[src/rtl/ram_2p_asym_ctrl.sv]
// rtl/ram_2p_asym_ctrl.sv - asymmetric-width dual-port RAM controller over N external narrow banks
module ram_2p_asym_ctrl #(
  parameter int W_DATA_W = 32,
  parameter int R_DATA_W = 8,
  parameter int ADDR_W   = 10,
  parameter int N        = (W_DATA_W > R_DATA_W) ? (W_DATA_W / R_DATA_W) : (R_DATA_W / W_DATA_W),
  localparam int MAXDATA_W = (W_DATA_W > R_DATA_W) ? W_DATA_W : R_DATA_W,
  localparam int MINDATA_W = (W_DATA_W > R_DATA_W) ? R_DATA_W : W_DATA_W,
  localparam int LOG2N     = (N > 1) ? $clog2(N) : 0,
  localparam int MINADDR_W = ADDR_W - LOG2N,
  localparam int W_ADDR_W  = (W_DATA_W == MINDATA_W) ? ADDR_W : MINADDR_W,
  localparam int R_ADDR_W  = (R_DATA_W == MINDATA_W) ? ADDR_W : MINADDR_W
) (
  input  logic                     clk,
  input  logic                     rst,
  input  logic                     w_en,
  input  logic [W_ADDR_W-1:0]      w_addr,
  input  logic [W_DATA_W-1:0]      w_data,
  input  logic                     r_en,
  input  logic [R_ADDR_W-1:0]      r_addr,
  output logic [R_DATA_W-1:0]      r_data,
  output logic [N-1:0]             ext_mem_w_en,
  output logic [N*MINADDR_W-1:0]   ext_mem_w_addr,
  output logic [N*MINDATA_W-1:0]   ext_mem_w_data,
  output logic                     ext_mem_r_en,
  output logic [N*MINADDR_W-1:0]   ext_mem_r_addr,
  input  logic [N*MINDATA_W-1:0]   ext_mem_r_data
);

  // Parameter sanity: the bank count must match the width ratio and fit the address
  if ((N < 1) || ((N & (N - 1)) != 0)) begin : g_chk_pow2
    $error("ram_2p_asym_ctrl: N=%0d is not a power of two", N);
  end
  if (N * MINDATA_W != MAXDATA_W) begin : g_chk_ratio
    $error("ram_2p_asym_ctrl: N=%0d does not equal MAXDATA_W/MINDATA_W", N);
  end
  if (ADDR_W < LOG2N) begin : g_chk_addr
    $error("ram_2p_asym_ctrl: ADDR_W=%0d smaller than log2(N)=%0d", ADDR_W, LOG2N);
  end

  // ---------------------------------------------------------------------------
  // Write side
  // ---------------------------------------------------------------------------
  if (W_DATA_W >= R_DATA_W) begin : g_wr_wide
    // A wide word spans every bank at the same row; bank p takes lane p (N=1 is pass-through)
    always_comb begin
      ext_mem_w_en   = rst ? '0 : {N{w_en}};
      ext_mem_w_addr = '0;
      ext_mem_w_data = '0;
      for (int p = 0; p < N; p++) begin
        ext_mem_w_addr[p*MINADDR_W +: MINADDR_W] = w_addr;
        ext_mem_w_data[p*MINDATA_W +: MINDATA_W] = w_data[p*MINDATA_W +: MINDATA_W];
      end
    end
  end else begin : g_wr_narrow
    logic [LOG2N-1:0] wsel;
    assign wsel = w_addr[LOG2N-1:0];

    // A narrow unit goes to bank (addr mod N) at row (addr >> log2N); data is replicated
    always_comb begin
      ext_mem_w_en   = '0;
      ext_mem_w_addr = '0;
      ext_mem_w_data = '0;
      for (int p = 0; p < N; p++) begin
        ext_mem_w_en[p] = w_en & ~rst & (wsel == LOG2N'(p));
        ext_mem_w_addr[p*MINADDR_W +: MINADDR_W] = w_addr[ADDR_W-1:LOG2N];
        ext_mem_w_data[p*MINDATA_W +: MINDATA_W] = w_data;
      end
    end
  end

  // ---------------------------------------------------------------------------
  // Read side
  // ---------------------------------------------------------------------------
  if (R_DATA_W >= W_DATA_W) begin : g_rd_wide
    // Every bank reads the same row; concatenated bank outputs form the wide word
    always_comb begin
      ext_mem_r_en   = r_en & ~rst;
      ext_mem_r_addr = '0;
      for (int p = 0; p < N; p++) begin
        ext_mem_r_addr[p*MINADDR_W +: MINADDR_W] = r_addr;
      end
      r_data = ext_mem_r_data;
    end
  end else begin : g_rd_narrow
    logic [LOG2N-1:0] rsel_d;
    logic [LOG2N-1:0] rsel_q;

    // Next lane select: capture the low address bits of an accepted read, else hold
    always_comb begin
      rsel_d = rsel_q;
      if (r_en) begin
        rsel_d = r_addr[LOG2N-1:0];
      end
    end

    // Lane select register; reset also drops the read that arrives with it
    always_ff @(posedge clk) begin
      if (rst) begin
        rsel_q <= '0;
      end else begin
        rsel_q <= rsel_d;
      end
    end

    // Drive bank row address and pick the lane registered alongside the bank data
    always_comb begin
      ext_mem_r_en   = r_en & ~rst;
      ext_mem_r_addr = '0;
      for (int p = 0; p < N; p++) begin
        ext_mem_r_addr[p*MINADDR_W +: MINADDR_W] = r_addr[ADDR_W-1:LOG2N];
      end
      r_data = ext_mem_r_data[MINDATA_W-1:0];
      for (int p = 1; p < N; p++) begin
        if (rsel_q == LOG2N'(p)) begin
          r_data = ext_mem_r_data[p*MINDATA_W +: MINDATA_W];
        end
      end
    end
  end

endmodule

[config.mk]
export PLATFORM = sky130hd
export DESIGN_NAME = ram_2p_asym_ctrl
export DESIGN_NICKNAME = d
export VERILOG_FILES = /design/src/rtl/ram_2p_asym_ctrl.sv
export SDC_FILE = /design/constraint.sdc
export NUM_CORES = 1
export LEC_CHECK = 0
export BUFFER_PORTS_ARGS = -buffer_cell sky130_fd_sc_hd__buf_2
export CAP_MARGIN = 5
export CORE_AREA = 2 2 76 78
export CTS_CLUSTER_DIAMETER = 30
export DETAILED_ROUTE_END_ITERATION = 6
export DIE_AREA = 0 0 78 80
export GPL_TIMING_DRIVEN = 0
export PLACE_DENSITY = 0.72
export SYNTH_ARGS = -nofsm -noshare
export SYNTH_HDL_FRONTEND = slang
export SYNTH_SLANG_ARGS = --single-unit
[constraint.sdc]
create_clock -name clk -period 1.6 [get_ports clk]
set_input_delay 0.32 -clock clk [delete_from_list [all_inputs] [get_ports clk]]
set_output_delay 0.32 -clock clk [all_outputs]
set_load 0.01 [all_outputs]
==> results.cfg, run 1 <==
[drt]
route.detailed.drc = 0
vias_per_cell = 3.43
routed-via-count = 1171
wl_met2_mm = 1.85
top_layer = met5
wl_met1_mm = 1.12
routed-wl-met3_um = 503
antenna_left = 0
drtIter0Drc = 8
routed_wl_mm = 3.51
firstDrtPassIters = 4
avgRoutedWirePerCell_um = 10.3

[clock_network]
htreeDepth = 1
cts_hold_repair.buffers = 0
cts_tree = done
cts_root_buffer = clkbuf_8
clk_path_buf_depth = 2
clock-sinks = 2
cts_buffers = 3
insertion_delay_ns = 0.21
path_clk_slew_ns = 0.03

[timing]
fin_ws_ns = -0.0513
period_share_pct = 103
min_period_ns = 1.65
finalHoldViolations = 0
worst_pin_slew_ns = 0.217
fin_setup_tns_ns = -0.347
setup_violations = 8
finalClockSkew_ns = 0
drv_slew = 0
fmaxAchievable_mhz = 606
worst_slew_margin_rel_pct = 85.5
rsz0062_at_grt = yes
whs_ns = 0.317

[floorplan]
io_pins = 195
core_um2 = 5410
start_util_pct = 18.9
dieArea_um2 = 6240
die_w_um = 78
die_height_um = 80
num_rows = 27

[final_layout]
finalNetCount = 356
syn_to_final_growth_pct = 88.8
fin_util_pct = 35.6
largest_reg_flops = 2
fillers = 585
drive_gt1_share_pct = 97.4
largest_register = g_rd_narrow.rsel_q
largestRegisters = g_rd_narrow.rsel_q x2

[place]
dp_slack_ns = 0.129
dp_hpwl_mm = 3.17
place_congestion = 0.618
port_buffers = 146

[yosys]
ys_warn_count = 0
synth_edf_count = 0
synthAdderAreaFrac_pct = 0
synthXorXnorAreaFrac_pct = 0
synth_top_cell_area_share_pct = 72.9
yosys.cell_count.top_type = buf_4
synth.distinct_cells = 8
synthSimpleGateAreaFrac_pct = 1.96
syn_inst = 117
avgSynthCellArea_um2 = 8.72
synth_seq_cells = 2
synth-seq-area-share_pct = 3.93
synth-async-reset-ratio_pct = 0
syn_area_um2 = 1020
muxShareOfSynthArea_pct = 19.6
synth_top_area_cell = buf_4
synth_compound_area_share_pct = 0
yosys-top-cells-count = 99 x buf_4, 8 x mux4_2
synth-main-ff-cell = dfxtp_1
syn_nets = 203
synth_top_family_by_area = buffers and inverters
yosys-top-cells-area = buf_4 73%, mux4_2 18%, dfxtp_1 3.9%, mux2i_1 2.0%, nor2b_1 1.2%

[critical_path]
path_class = reg2out
critPathTopFamily = multiplexers
startpoint_type = flip-flop
worstPathRequired_ns = 1.28
cp_num_buf_inv = 2
arrival_ns = 1.33
reg2reg_from = g_rd_narrow.rsel_q[0]$_SDFFE_PP0P_
crit_start = g_rd_narrow.rsel_q[0]$_SDFFE_PP0P_
cp_max_fo = 4
crit_path_max_incr_delay_ns = 0.49
path_cells = buf_4, mux4_2, buf_2
endpoint_kind = primary output
cp_slowest_cell = mux4_2

[pwr]
power_frac_clock_pct = 25.2
ir_drop_v = 0.000133
combPwrFrac_pct = 67.8
switching_share_pct = 30.3
p_seq_share_pct = 7.0
p_int_uw = 551
power_density_nw_per_um2 = 410
power.leakage_uw = 0.00119
switchingPower_uw = 239

[global_route]
antenna_found_initial = 2
grt_max_degree = 10
grt_overflow_total = 0
grt_pass1_vias = 948
grt_usage_pct = 9.40
grt_pass1_wl_mm = 4.55

[min_path]
min_from = rst
min_path_type = in2reg

[status]
violations = setup timing
status = complete, but fails checks

[run]
maxCapViolCount = 0
## path summary, 6_finish.rpt
check	to	slack, ns	depth (start not counted)
worst max register to register	g_rd_narrow.rsel_q[0]$_SDFFE_PP0P_	0.72	4
worst min-delay path	g_rd_narrow.rsel_q[0]$_SDFFE_PP0P_	0.32	2
worst max-delay path	r_data[6]	-0.05	3
worst min register to register	g_rd_narrow.rsel_q[1]$_SDFFE_PP0P_	0.70	3
## final cells by class
class                      count  area (µm²)  area share [%]
timing repair buffer         148         771            40.0
buffer                       101         759            39.4
multi-input combinational     14         220            11.4
tap                           72        90.1            4.68
sequential                     2        41.3            2.14
clock buffer                   3        41.3            2.14
antenna                        1        2.50           0.130
## repair_timing
action / CTS / global route
gates cloned: 1 / 0
buffers inserted: 1 / 0
gates resized for setup: 4 / 2
setup endpoints to repair: 8 / 8
## layer usage
metal	global-route usage, %	vias to the layer above
met2	16.2	88
met1	10.1	494
met3	4.86	8
li1	-	579
met5	0	-
met4	2.63	2
## placed cells by master (no fill, tap or decap), drive strengths merged
cell    netlist  routed
dfxtp         2       2
buf         101     249
clkbuf        0       3
nor2b         2       2
diode         0       1
mux2i         2       2
mux4          8       8
nor2          2       2
## power by group through the flow
stage / registers, µW / clock network [µW] / logic (µW)
floorplan: 54.6 / 0 / 325
global placement: 54.7 / 0 / 512
detailed placement: 54.7 / 0 / 521
CTS: 55.1 / 204 / 535
global route: 55.4 / 208 / 571
finish: 54.9 / 199 / 535
## cells by family after synthesis
family,Yosys count
DFF,2
and+or+nand+nor,4
muxes,10
buffers and inverters,101
## through the flow
step                instance area (µm²)  total power [µW]  std cells
floorplan                          1020               380        117
global placement                   1840               567        335
detailed placement                 1840               576        335
CTS                                1910               794        340
global route                       1930               835        341
finish                             1930               789        341
Power figures use the tool's default switching activity.
==> run 2, diff against run 1 <==
Settings changed: CTS_BUF_LIST set to sky130_fd_sc_hd__clkbuf_4.
==> run 2 against run 1 <==
The run still ends with setup timing left. Clock power is 43% lower. Global-route usage fell by 0.095 points. Register-to-register slack is essentially flat. Largest cell class unchanged.
==> results.cfg, run 2 (same netlist as run 1, synthesis figures left out) <==
[critical_path]
r2r_cells = 4
cp_max_fo = 4
crit_path_max_incr_delay_ns = 0.49
arrival_ns = 1.35
timing.rr.end = g_rd_narrow.rsel_q[0]$_SDFFE_PP0P_
path_class = reg2out
cp_slowest_cell = mux4_2
startpoint_type = flip-flop
crit_start = g_rd_narrow.rsel_q[0]$_SDFFE_PP0P_
endpoint_kind = primary output
r2r_slack_ns = 0.72
reg2reg_from = g_rd_narrow.rsel_q[0]$_SDFFE_PP0P_
worstPathRequired_ns = 1.28
path_cells = buf_4, mux4_2, buf_2
critPathTopFamily = multiplexers
cp_num_buf_inv = 2

[floorplan]
die_w_um = 78
start_util_pct = 18.9
dieArea_um2 = 6240
core_um2 = 5410
die_height_um = 80
io_pins = 195
num_rows = 27

[clock_network]
path_clk_slew_ns = 0.03
cts_buffers = 3
clock-sinks = 2
cts_root_buffer = clkbuf_4
htreeDepth = 1
cts_tree = done
clk_path_buf_depth = 2
insertion_delay_ns = 0.23
cts_hold_repair.buffers = 0

[final_layout]
syn_to_final_growth_pct = 87.0
layout_commonest_cell = buf_2
fin_util_pct = 35.3
largestRegisters = g_rd_narrow.rsel_q x2
fillers = 587
largest_reg_flops = 2
final_area_um2 = 1910
mostFrequentLayoutCells = 143 x buf_2, 101 x buf_4, 8 x mux4_2
largest_register = g_rd_narrow.rsel_q
drive_gt1_share_pct = 97.4
finalNetCount = 356

[drt]
avgRoutedWirePerCell_um = 10.3
firstDrtPassIters = 4
routed-via-count = 1172
routed_wl_mm = 3.50
drtIter0Drc = 8
antenna_left = 0
route.detailed.drc = 0
vias_per_cell = 3.44

[timing]
period_share_pct = 104
fin_ws_ns = -0.0675
min_period_ns = 1.67
finalHoldViolations = 0
finalClockSkew_ns = 0
worst_pin_slew_ns = 0.217
fmaxAchievable_mhz = 600
drv_slew = 0
whs_ns = 0.298
worst_slew_margin_rel_pct = 85.5
rsz0062_at_grt = yes
setup_violations = 8

[global_route]
grt_pass1_vias = 942
grt_max_degree = 10
grt_overflow_total = 0
antenna_found_initial = 2
grt_usage_pct = 9.30
grt_pass1_wl_mm = 4.53

[place]
port_buffers = 146
place_congestion = 0.618
dp_hpwl_mm = 3.17
dp_slack_ns = 0.129
placedInstanceArea_um2 = 1840

[pwr]
fin_total_pwr_uw = 704
power_density_nw_per_um2 = 369
power.leakage_uw = 0.00118
ir_drop_v = 0.000133

[status]
status = complete, but fails checks
violations = setup timing

[min_path]
min_path_type = in2reg
whs_endpoint = g_rd_narrow.rsel_q[0]$_SDFFE_PP0P_
holdPathStages = 2
min_from = rst

[run]
maxCapViolCount = 0
## run 2: cell count changes in the layout (fill, tap and decap cells not counted)
cell | previous run | this run
clkbuf_4 | 0 | 3
clkbuf_8 | 3 | 0
## run 2: worst reg2reg max path, cell delays in order (launching register included)
cell and delay, ns:
dfxtp_2 0.31, buf_4 0.16, buf_4 0.13, mux2i_1 0.12, nor2_1 0.05
## run 2: layout make-up
class                      instances  area [µm²]  area share, %
timing repair buffer             148         771           40.4
buffer                           101         759           39.8
multi-input combinational         14         220           11.5
tap                               72        90.1           4.72
sequential                         2        41.3           2.17
clock buffer                       3        22.5           1.18
antenna                            1        2.50          0.131
## run 2: worst max path at each step
stage	endpoint	slack, ns	depth (start not counted)
floorplan	r_data[0]	0.29	2
global placement	r_data[6]	0.14	3
detailed placement	r_data[7]	0.13	3
CTS	r_data[7]	-0.09	3
global route	r_data[3]	-0.12	3
finish	r_data[6]	-0.07	3
## run 2: repair_timing
item,in CTS,in global routing
gates cloned,1,0
setup buffers,1,0
resized for setup,4,2
endpoints found under the setup margin,8,8
## run 2: power breakdown
group | leakage [µW] | internal (µW) | switching [µW]
Sequential | 0.0000169 | 53.5 | 1.32
Clock | 0.0000138 | 82.9 | 30.9
Combinational | 0.00115 | 338 | 197
Total | 0.00118 | 474 | 230
## run 2: per-stage QoR
step	setup TNS [ns]	instances
after floorplan	0	117
after global placement	0	335
after detailed placement	0	335
after CTS	-0.656	340
after global routing	-0.883	341
final	-0.477	341
## run 2: per-layer routing
| metal | vias to the layer above | part of all wire (%) | global-route usage, % |
|---|---|---|---|
| met2 | 88 | 53 | 16.2 |
| met3 | 8 | 14 | 4.52 |
| met4 | 2 | 0.83 | 2.63 |
| met1 | 495 | 32 | 10.0 |
| met5 | - | 0.34 | 0 |
| li1 | 579 | - | - |
==> run 3, diff against run 2 <==
Settings changed: ABC_AREA set to 1, CORE_AREA 2 2 76 78 to 2 2 75 77, DIE_AREA 0 0 78 80 to 0 0 77 79, PLACE_DENSITY 0.72 to 0.76.
==> run 3 against run 2 <==
The run now ends clean. Fmax grew 8.8%. Clock power is essentially flat. Worst setup slack gained 0.13 ns. Clock skew is the same. Sequential share of layout area grew 0.12 points. Synthesized area grew 13%. Register-to-register slack gained 0.11 ns. Die area shrank 2.5%. Global-route usage grew 1.5 points. Sequential power grew 16%. Total power grew 8.4%. Critical endpoint is now r_data[5]. Combinational power grew 9.5%. Largest cell class unchanged.
==> results.cfg, run 3 <==
[drt]
vias_per_cell = 3.70
avgRoutedWirePerCell_um = 9.10
antenna_left = 0
drtIter0Drc = 18
routed_wl_mm = 3.73
firstDrtPassIters = 3
route.detailed.drc = 0
routed-via-count = 1519

[critical_path]
cp_max_fo = 7
r2r_cells = 2
endpoint_kind = primary output
worstPathRequired_ns = 1.28
startpoint_type = flip-flop
arrival_ns = 1.21
path_class = reg2out

[clock_network]
cts_root_buffer = clkbuf_4
clock-sinks = 2
path_clk_slew_ns = 0.03
cts_tree = done
cts_buffers = 3
htreeDepth = 1
insertion_delay_ns = 0.22
cts_hold_repair.buffers = 0
clk_path_buf_depth = 2

[min_path]
holdPathStages = 2
min_path_type = in2reg

[final_layout]
largest_reg_flops = 2
largestRegisters = g_rd_narrow.rsel_q x2
num_antenna_cells = 0
syn_to_final_growth_pct = 79.5
mostFrequentLayoutCells = 145 x buf_2, 101 x buf_4, 41 x nand2_1
largest_register = g_rd_narrow.rsel_q
layout_commonest_cell = buf_2
finalNetCount = 426
fillers = 564
drive_gt1_share_pct = 76.9

[floorplan]
core_um2 = 5340
die_height_um = 79
num_rows = 27
start_util_pct = 21.7
die_w_um = 77
dieArea_um2 = 6080
io_pins = 195

[yosys]
yosys-top-cells-area = buf_4 64%, nand2_1 13%, nand3_1 5.2%, inv_1 4.9%, dfxtp_1 3.5%
yosys.cell_count.top_type = buf_4
syn_nets = 272
synth-async-reset-ratio_pct = 0
synth_seq_cells = 2
synth-seq-area-share_pct = 3.46
avgSynthCellArea_um2 = 6.22
synth.distinct_cells = 13
synth_edf_count = 0
synth-main-ff-cell = dfxtp_1
synth_top_cell_area_share_pct = 64.2
yosys-top-cells-count = 99 x buf_4, 41 x nand2_1, 15 x inv_1
ys_warn_count = 0
synth_top_area_cell = buf_4
syn_area_um2 = 1160
syn_inst = 186

[pwr]
power_density_nw_per_um2 = 367
power.leakage_uw = 0.00136
fin_total_pwr_uw = 763
ir_drop_v = 0.000308

[timing]
drv_slew = 0
period_share_pct = 95.8
min_period_ns = 1.53
rsz0062_at_grt = no
setup_violations = 0
finalClockSkew_ns = 0
fmaxAchievable_mhz = 652
worst_pin_slew_ns = 0.231
fin_setup_tns_ns = 0
finalHoldViolations = 0
worst_slew_margin_rel_pct = 84.5

[run]
maxCapViolCount = 0

[global_route]
grt_overflow_total = 0
antenna_found_initial = 0
grt_pass1_wl_mm = 5.45
grt_usage_pct = 10.8
grt_max_degree = 10
grt_pass1_vias = 1310

[place]
port_buffers = 146
dp_hpwl_mm = 3.29
place_congestion = 0.695

[status]
status = completed
==> run 3: path summary, 6_finish.rpt <==
check	slack (ns)	startpoint	end
worst max-delay path	0.07	g_rd_narrow.rsel_q[1]$_SDFFE_PP0P_	r_data[5]
worst min-delay path	0.30	rst	g_rd_narrow.rsel_q[1]$_SDFFE_PP0P_
worst max register to register	0.83	g_rd_narrow.rsel_q[0]$_SDFFE_PP0P_	g_rd_narrow.rsel_q[0]$_SDFFE_PP0P_
worst min register to register	0.55	g_rd_narrow.rsel_q[1]$_SDFFE_PP0P_	g_rd_narrow.rsel_q[1]$_SDFFE_PP0P_
==> run 3: metrics by stage <==
| step | setup slack, ns | std cells | utilization, % | area, µm² | hold slack (ns) |
|---|---|---|---|---|---|
| after floorplan | 0.398 | 186 | - | 1160 | 0.398 |
| after global placement | 0.197 | 404 | 37.1 | 1980 | 0.540 |
| after detailed placement | 0.172 | 404 | 37.1 | 1980 | 0.541 |
| after CTS | 0.0123 | 409 | 38.3 | 2050 | 0.293 |
| after global routing | 0.00648 | 410 | 38.9 | 2080 | 0.300 |
| final | 0.0668 | 410 | 38.9 | 2080 | 0.297 |
==> run 3: logic make-up (layout without fill, tap and decap cells) <==
family | Yosys count | count (layout) | synth area share, %
AOI/OAI and AO/OA | 4 | 4 | 2.16
and+or+nand+nor | 62 | 62 | 23.1
buffers and inverters | 118 | 270 | 71.2
DFF | 2 | 2 | 3.46
==> run 3: what timing repair did <==
action,4_1_cts,5_1_grt
pin swaps,0,3
endpoints found under the setup margin,8,8
setup buffers,2,2
cloned,0,0
gates resized for setup,6,5
==> run 3: cell type report <==
type / instances / area, µm² / area share, %
clock buffers: 3 / 22.5 / 1.08
repair buffers: 150 / 792 / 38.1
multi-input cells: 66 / 302 / 14.5
inverters: 18 / 80.1 / 3.86
plain buffers: 99 / 743 / 35.8
flip-flops and latches: 2 / 47.5 / 2.29
well taps: 72 / 90.1 / 4.34
==> run 3: routing by layer <==
layer | vias up | GRT usage [%] | routed length (µm)
li1 | 769 | - | -
met1 | 637 | 11.5 | 1270
met2 | 111 | 21.9 | 2000
met3 | 2 | 1.25 | 439
met4 | 0 | 3.21 | 22
met5 | - | 0 | 0
==> run 3: worst max-delay path, stage by stage (launching register included) <==
cell     delay, ns
dfxtp_4       0.37
inv_8         0.08
nand2_8       0.07
buf_4         0.14
nand3_1       0.07
nand3_1       0.08
nand2_1       0.07
buf_2         0.12
==> run 3: where the power goes <==
group / switching [µW] / total, µW / internal, µW
combinational: 242 / 586 / 343
sequential: 10.3 / 63.6 / 53.3
clock: 30.6 / 113 / 82.9
total: 283 / 763 / 480
